===== src/rtl/fifo_write_pointer_controller_pkg.sv =====
// Shared pointer helpers for the asynchronous FIFO pointer controllers.
// The write-side and read-side controllers both import this package so the
// Gray encode/decode and the full comparison are written once. All helpers
// work on a 32-bit word; callers zero-extend narrower pointers and truncate
// the result back to their own pointer width.
package fifo_write_pointer_controller_pkg;

  localparam int PTR_MAX_W = 32;

  typedef logic [PTR_MAX_W-1:0] ptr_word_t;

  // Pointer width for a given memory address width: one extra wrap bit.
  function automatic int pointer_width(input int address_width);
    return address_width + 1;
  endfunction

  // Binary to reflected Gray code.
  function automatic ptr_word_t binary_to_gray(input ptr_word_t b);
    return b ^ (b >> 1);
  endfunction

  // Gray to binary: running XOR prefix starting from the MSB.
  function automatic ptr_word_t gray_to_binary(input ptr_word_t g);
    ptr_word_t b;
    b = '0;
    b[PTR_MAX_W-1] = g[PTR_MAX_W-1];
    for (int i = PTR_MAX_W - 2; i >= 0; i--) begin
      b[i] = b[i+1] ^ g[i];
    end
    return b;
  endfunction

  // The Gray value a write pointer holds when it is exactly one full lap
  // ahead of the given read pointer: the top two bits inverted.
  function automatic ptr_word_t full_compare_target(input ptr_word_t rptr_gray,
                                                    input int        width);
    return rptr_gray ^ (ptr_word_t'(2'b11) << (width - 2));
  endfunction

  // True when the write Gray pointer is one full lap ahead of the read one.
  function automatic logic pointers_full(input ptr_word_t wptr_gray,
                                         input ptr_word_t rptr_gray,
                                         input int        width);
    return wptr_gray == full_compare_target(rptr_gray, width);
  endfunction

endpackage


===== src/rtl/fifo_write_pointer_controller_gray_to_binary_converter.sv =====
// Combinational Gray-to-binary converter of configurable width.
// Each binary bit is the XOR of the Gray bits from the MSB down to itself.
module fifo_write_pointer_controller_gray_to_binary_converter #(
  parameter int WIDTH = 4
) (
  input  logic [WIDTH-1:0] gray,
  output logic [WIDTH-1:0] binary
);

  for (genvar gi = 0; gi < WIDTH; gi++) begin : g_bit
    assign binary[gi] = ^gray[WIDTH-1:gi];
  end

endmodule


===== src/rtl/fifo_write_pointer_controller.sv =====
// Write-side pointer and flag logic of an asynchronous FIFO (write clock
// domain). Holds the binary write pointer, publishes a registered Gray copy
// for the read-domain synchronizer, and derives full / sticky overflow from
// the already-synchronized Gray read pointer.
// Optional feature: define FIFO_WRITE_POINTER_CONTROLLER_ALMOST_FULL_EN to add
// the registered almost_full output and the Gray-to-binary read pointer path.
module fifo_write_pointer_controller
  import fifo_write_pointer_controller_pkg::*;
#(
  parameter int ADDRESS_WIDTH      = 3,
  parameter int ALMOST_FULL_MARGIN = 2
) (
  input  logic                     clk,
  input  logic                     reset,
  input  logic                     write_request,
  input  logic                     overflow_clear,
  input  logic [ADDRESS_WIDTH:0]   read_pointer_gray_sync,
  output logic                     write_enable,
  output logic [ADDRESS_WIDTH-1:0] write_address,
  output logic [ADDRESS_WIDTH:0]   write_pointer_gray,
  output logic                     full,
`ifdef FIFO_WRITE_POINTER_CONTROLLER_ALMOST_FULL_EN
  output logic                     almost_full,
`endif
  output logic                     overflow
);

  localparam int PW    = pointer_width(ADDRESS_WIDTH);
  localparam int DEPTH = 1 << ADDRESS_WIDTH;

  // Elaboration-time parameter sanity checks.
  if (ADDRESS_WIDTH < 2) begin : g_bad_address_width
    $error("ADDRESS_WIDTH must be at least 2");
  end
  if (ALMOST_FULL_MARGIN < 1 || ALMOST_FULL_MARGIN > DEPTH - 1) begin : g_bad_margin
    $error("ALMOST_FULL_MARGIN must be in 1..2**ADDRESS_WIDTH-1");
  end

  logic [PW-1:0] wptr_bin_q;
  logic [PW-1:0] wptr_bin_d;
  logic [PW-1:0] wptr_gray_q;
  logic [PW-1:0] wptr_gray_d;
  logic          full_q;
  logic          full_d;
  logic          overflow_q;
  logic          overflow_d;
  logic          accepted;
  logic          rejected;

  // A write is taken only while not full; a request while full is rejected.
  assign accepted = write_request & ~full_q;
  assign rejected = write_request & full_q;

  // Next pointer values and the full decision; full is re-evaluated every
  // cycle so it drops as soon as the synchronized read pointer moves.
  always_comb begin
    wptr_bin_d  = wptr_bin_q + PW'(accepted);
    wptr_gray_d = PW'(binary_to_gray(ptr_word_t'(wptr_bin_d)));
    full_d      = pointers_full(ptr_word_t'(wptr_gray_d),
                                ptr_word_t'(read_pointer_gray_sync), PW);
  end

  // Sticky overflow: a rejected write sets it and wins over a coincident clear.
  always_comb begin
    overflow_d = overflow_q;
    if (overflow_clear) begin
      overflow_d = 1'b0;
    end
    if (rejected) begin
      overflow_d = 1'b1;
    end
  end

  // Pointer and flag registers; the Gray pointer must be a flop output so
  // only one bit toggles per cycle into the synchronizer.
  always_ff @(posedge clk or negedge reset) begin
    if (!reset) begin
      wptr_bin_q  <= '0;
      wptr_gray_q <= '0;
      full_q      <= 1'b0;
      overflow_q  <= 1'b0;
    end else begin
      wptr_bin_q  <= wptr_bin_d;
      wptr_gray_q <= wptr_gray_d;
      full_q      <= full_d;
      overflow_q  <= overflow_d;
    end
  end

`ifdef FIFO_WRITE_POINTER_CONTROLLER_ALMOST_FULL_EN
  logic [PW-1:0] read_binary;
  logic [PW-1:0] fill;
  logic          almost_full_q;
  logic          almost_full_d;

  fifo_write_pointer_controller_gray_to_binary_converter #(
    .WIDTH (PW)
  ) u_read_pointer_decode (
    .gray   (read_pointer_gray_sync),
    .binary (read_binary)
  );

  // Occupancy after this edge; full always implies almost_full.
  always_comb begin
    fill          = wptr_bin_d - read_binary;
    almost_full_d = full_d | (fill >= PW'(DEPTH - ALMOST_FULL_MARGIN));
  end

  // Registered almost_full flag.
  always_ff @(posedge clk or negedge reset) begin
    if (!reset) begin
      almost_full_q <= 1'b0;
    end else begin
      almost_full_q <= almost_full_d;
    end
  end

  assign almost_full = almost_full_q;
`endif

  assign write_enable       = accepted;
  assign write_address      = wptr_bin_q[ADDRESS_WIDTH-1:0];
  assign write_pointer_gray = wptr_gray_q;
  assign full               = full_q;
  assign overflow           = overflow_q;

endmodule

===== config.mk =====
export PLATFORM = sky130hd
export DESIGN_NAME = fifo_write_pointer_controller
export DESIGN_NICKNAME = d
export VERILOG_FILES = /design/src/rtl/fifo_write_pointer_controller_pkg.sv /design/src/rtl/fifo_write_pointer_controller_gray_to_binary_converter.sv /design/src/rtl/fifo_write_pointer_controller.sv
export SDC_FILE = /design/constraint.sdc
export NUM_CORES = 1
export LEC_CHECK = 0
export ABC_AREA = 1
export CAP_MARGIN = 30
export CORE_AREA = 2 2 39 41
export CTS_BUF_LIST = sky130_fd_sc_hd__clkbuf_4
export CTS_CLUSTER_DIAMETER = 200
export DETAILED_ROUTE_END_ITERATION = 7
export DIE_AREA = 0 0 41 43
export PLACE_DENSITY = 0.69
export REMOVE_ABC_BUFFERS = 1
export SKIP_CTS_REPAIR_TIMING = 1
export SLEW_MARGIN = 25
export SYNTH_ARGS = -nofsm -noshare
export SYNTH_HDL_FRONTEND = slang
export SYNTH_SLANG_ARGS = --single-unit

===== constraint.sdc =====
create_clock -name clk -period 3.6 [get_ports clk]
set_clock_uncertainty 0.2 [all_clocks]
set_input_delay 0.54 -clock clk [delete_from_list [all_inputs] [get_ports clk]]
set_output_delay 0.54 -clock clk [all_outputs]
set_load 0.03 [all_outputs]

[Word level (Yosys, flattened, before mapping)]
Index checks and enable logic that the tools add are counted.
W data, S select, Z words.
Word-level totals
  logic and storage cells: 14
  register bits after elaboration: 10
  output and inout port bits: 10
Operators by class
  add/sub/neg operators: 1
  bitwise operators: 5
  equality and inequality tests: 1
  reductions and logical operators: 1
  multiplexer cells: 2
Operators with widths (number)
  $add A4 B1 Y4: 1
  $eq A4 B4 Y1: 1
  $xor A4 B3 Y4: 1
  $and A1 B1 Y1: 2
  $mux W1: 2
  $not A2 Y2: 1
  $reduce_bool A2 Y1: 1
  $not A1 Y1: 1

[Depth between registers and ports, before layout]
  word-level depth: 5
  gate-level depth with buffers: 12

[Worst setup path before layout]
OpenSTA, ideal clock, no wires.
  path type: input -> register
  start point: input write_request
  end point: register full_q, in the netlist full
  required time: 3.286 ns
  stages on the path: 10
  slack: 1.211 ns
  data arrival time: 2.075 ns
  path through: inv_1 -> nor2_1 -> ha_1 -> ha_1 -> xor2_1 -> inv_1 -> nand2_1 -> nand2_1 -> nand3_1 -> nor2_1
Between the ends
  word-level cells in the longest chain between the ends: 4
RTL lines
  from (decl): line fifo_write_pointer_controller.sv:15  | input logic write_request,
  $and A1 B1 Y1: line fifo_write_pointer_controller.sv:51  | assign accepted = write_request & ~full_q;
  net write_enable: line fifo_write_pointer_controller.sv:18  | output logic write_enable,
  $add A4 B1 Y4: line fifo_write_pointer_controller.sv:57  | wptr_bin_d = wptr_bin_q + PW'(accepted);
  net wptr_bin_d[1]: line fifo_write_pointer_controller.sv:40  | logic [PW-1:0] wptr_bin_d;
  $xor A4 B3 Y4: line fifo_write_pointer_controller_pkg.sv:19  | return b ^ (b >> 1);
  net wptr_gray_d[0]: line fifo_write_pointer_controller.sv:42  | logic [PW-1:0] wptr_gray_d;
  $eq A4 B4 Y1: line fifo_write_pointer_controller_pkg.sv:44  | return wptr_gray == full_compare_target(rptr_gray, width);
  net full_d: line fifo_write_pointer_controller.sv:44  | logic full_d;
  to (signal assigned): line fifo_write_pointer_controller.sv:85  | full_q <= full_d;
  to (decl): line fifo_write_pointer_controller.sv:43  | logic full_q;
The timed path passes the listed nets, and every way through them passes these cells.
A chain may end at the register's enable or synchronous reset.

[Worst setup path in the final report]
  start point: input write_request
  end point: output write_enable
Between the ends
  word-level cells in the longest chain between the ends: 1
RTL lines (line)
  $and A1 B1 Y1: fifo_write_pointer_controller.sv:51
  to (decl): fifo_write_pointer_controller.sv:18
No other way between the ends.

==> reports/qor.json <==
{
  "outcome": {"value": "completed"},
  "place.gp.congestion": {"value": 0.729},
  "grt_util_all_layers": {"value": 14.5, "unit": "%"},
  "report.final.hold_viol_count": {"value": 0},
  "ir_worst_vdd": {"value": 361, "unit": "uV"},
  "slowest_delay": {"value": 0.69, "unit": "ns"},
  "final.min_clock_period": {"value": 2.62, "unit": "ns"},
  "syn_inst": {"value": 61},
  "hp-class": {"value": "reg2reg"},
  "clockBufferDepth": {"value": 2},
  "setup.worst_path.class": {"value": "in2out"},
  "timing.critical_path.fanout_max": {"value": 2},
  "power.density_cell_area": {"value": 1050, "unit": "nW/um^2"},
  "power.leakage": {"value": 0.363, "unit": "nW"},
  "fin_tns_setup": {"value": 0, "unit": "ns"},
  "first_pass_grt_wire_length": {"value": 1660, "unit": "um"},
  "synth_top_area_cell": {"value": "dfrtp_1"},
  "count_of_synthesis_stage_warnings_from_yosys": {"value": 0},
  "clkSlewWorstSetupHoldPaths": {"value": 0.07, "unit": "ns"},
  "cts.root.buffer_cell": {"value": "clkbuf_4"},
  "fp-row-count": {"value": 14},
  "crit_top_cell": {"value": "clkdlybuf4s50_1"},
  "critical_path_start_type": {"value": "input port"},
  "grt_setup_unrepaired": {"value": "false"},
  "initial_utilization": {"value": 35.2, "unit": "%"},
  "first_global_vias": {"value": 415},
  "synthToLayoutAreaGrowth": {"value": 45.2, "unit": "%"},
  "cts_num_sinks": {"value": 9},
  "cp.buffers_inverters": {"value": 3},
  "grt_start_max_net_pins": {"value": 10},
  "post-synth-top-area-fraction": {"value": 46.3, "unit": "%"},
  "worst_path_dominant_cell_family": {"value": "buffers and inverters"},
  "synth.distinct_cells": {"value": 12},
  "min_period_over_period": {"value": 72.8, "unit": "%"},
  "worstReg2RegStart": {"value": "full$_DFF_PN0_"},
  "ranking_of_synthesized_cells_by_area": {"value": "dfrtp_1 46%, nand2_1 13%, nand3_1 11%, inv_1 7.7%, ha_1 5.1%"},
  "firstDrtPassIters": {"value": 4},
  "core": {"value": 1380, "unit": "um^2"},
  "cp-startpoint": {"value": "write_request"},
  "layout.nets": {"value": 93},
  "number_of_cells_in_the_design_after_placement": {"value": 94},
  "fp.dieW": {"value": 41, "unit": "um"},
  "critical_path.slowest_cell": {"value": "clkdlybuf4s50_1"},
  "route.detailed.wl_per_inst": {"value": 10.5, "unit": "um"},
  "maxCapViolCount": {"value": 0},
  "routed_wl": {"value": 1030, "unit": "um"},
  "num-fill-cells": {"value": 145},
  "finalSetupViolations": {"value": 0},
  "final-max-slew-violation-count": {"value": 0},
  "first_iter_violations": {"value": 5},
  "hold_path.startpoint": {"value": "full$_DFF_PN0_"},
  "slew_at_the_pin_closest_to_its_max_slew_limit": {"value": 0.424, "unit": "ns"},
  "antenna_cells": {"value": 0},
  "relSlewSlack": {"value": 71.6, "unit": "%"},
  "dr_total_vias": {"value": 481},
  "clock_tree_from_tritoncts": {"value": "built"},
  "route.detailed.drc": {"value": 0},
  "pin_count": {"value": 18},
  "crit_arrival": {"value": 1.88, "unit": "ns"},
  "synth-seq-area-share": {"value": 46.3, "unit": "%"},
  "chipHeight": {"value": 43, "unit": "um"},
  "clock_latency": {"value": 0.26, "unit": "ns"},
  "grt_remaining_overflow": {"value": 0},
  "io_buffer_count": {"value": 17},
  "dieArea": {"value": 1760, "unit": "um^2"},
  "final_cell_mix": {"value": "17 x nand2_1, 17 x clkdlybuf4s50_1, 11 x nand3_1, 10 x inv_1, 9 x dfrtp_1"},
  "worst-endpoint-required": {"value": 2.86, "unit": "ns"},
  "final_ant_viol_nets": {"value": 0},
  "post_drt_via_cell_ratio": {"value": 4.91},
  "synthesis.area_per_instance": {"value": 7.98, "unit": "um^2"},
  "half_perimeter_wire_length_of_the_detailed_placement_result": {"value": 818, "unit": "um"},
  "post-layout-total-power": {"value": 743, "unit": "uW"},
  "post_layout_nonfiller_instances": {"value": 98},
  "tritoncts.num_buffers": {"value": 3},
  "worstPathCellList": {"value": "clkdlybuf4s50_1 -> inv_1 -> nor2_1 -> clkdlybuf4s50_1"},
  "htreeDepth": {"value": 1},
  "number_of_antenna_violations_at_the_first_check_in_global_routing": {"value": 0},
  "clock.fmax": {"value": 0.382, "unit": "GHz"},
  "worst_setup_path_end_kind": {"value": "output port"},
  "postSynthRegisterBits": {"value": 9},
  "layout_cell_share_with_drive_strength_beyond_1": {"value": 11.0, "unit": "%"},
  "cell_area_after_technology_mapping": {"value": 487, "unit": "um^2"}
}
==> Yosys cell counts <==
library cell  instances
dfrtp_1               9
ha_1                  2
inv_1                10
nand2_1              17
nand2_2               4
nand3_1              11
nand3b_1              2
nand4_1               1
nand4_2               1
nor2_1                2
o21ai_0               1
xor2_1                1
==> state kept, by name (all words and copies together) (netlist names) <==
register / flops
full: 1
overflow: 1
write_pointer_gray: 3
wptr_bin_q: 4
==> worst register-to-register path: cells and delay by family, from the launching register on <==
kind / cells / cell delay [ns]
flip-flops: 1 / 0.39
adder cells (fa/ha/maj): 2 / 0.58
XOR/XNOR: 1 / 0.25
buffers and inverters: 1 / 0.06
AND/OR/NAND/NOR: 5 / 0.38
==> cell families after synthesis <==
logic type               Yosys count  share of synthesized area (%)
AO/OA/AOI/OAI                      1                           1.03
XOR/XNOR                           1                           1.80
adder cells (fa/ha/maj)            2                           5.14
buffers and inverters             10                           7.71
flip-flops                         9                           46.3
AND/OR/NAND/NOR                   38                           38.0
==> where the power goes <==
part           switching, mW  total [mW]  internal, mW
combinational          0.283       0.466         0.183
clock                 0.0358      0.0860        0.0502
sequential            0.0383       0.191         0.153
total                  0.357       0.743         0.386
==> layout make-up <==
class / instances / area [um^2] / area share [%]
clock buffer: 4 / 30.0 / 4.25
inverter: 10 / 37.5 / 5.31
multi-input combinational: 42 / 224 / 31.7
sequential: 9 / 225 / 31.9
tap: 16 / 20.0 / 2.83
timing repair buffer: 17 / 170 / 24.1
==> worst paths after layout <==
path | end | cells after the start | slack (ns)
min in group asynchronous | wptr_bin_q[2]$_DFF_PN0_ | 1 | 0.38
max in group asynchronous | wptr_bin_q[1]$_DFF_PN0_ | 1 | 2.52
min reg2reg | overflow$_DFFE_PN0P_ | 2 | 0.33
max reg2reg | full$_DFF_PN0_ | 9 | 1.64
min | overflow$_DFFE_PN0P_ | 2 | 0.33
max | write_enable | 4 | 0.98
==> layer usage <==
metal | share of wire [%] | wire length, um | global-route usage, %
met1 | 42 | 430 | 16.6
met2 | 49 | 506 | 21.6
met3 | 7.0 | 72 | 4.71
met4 | 1.8 | 19 | 10.0
met5 | 0 | 0 | 0
==> per-stage QoR <==
step | worst slack (ns) | area, um^2 | hold WS, ns | utilization (%)
floorplan | 1.21 | 487 | 0.0444 | -
global placement | 1.02 | 677 | 0.312 | 48.9
detailed placement | 0.978 | 677 | 0.317 | 48.9
CTS | 0.974 | 707 | 0.333 | 51.1
global route | 0.916 | 707 | 0.365 | 51.1
finish | 0.979 | 707 | 0.330 | 51.1
No activity file was read; power rests on OpenSTA's default activity.
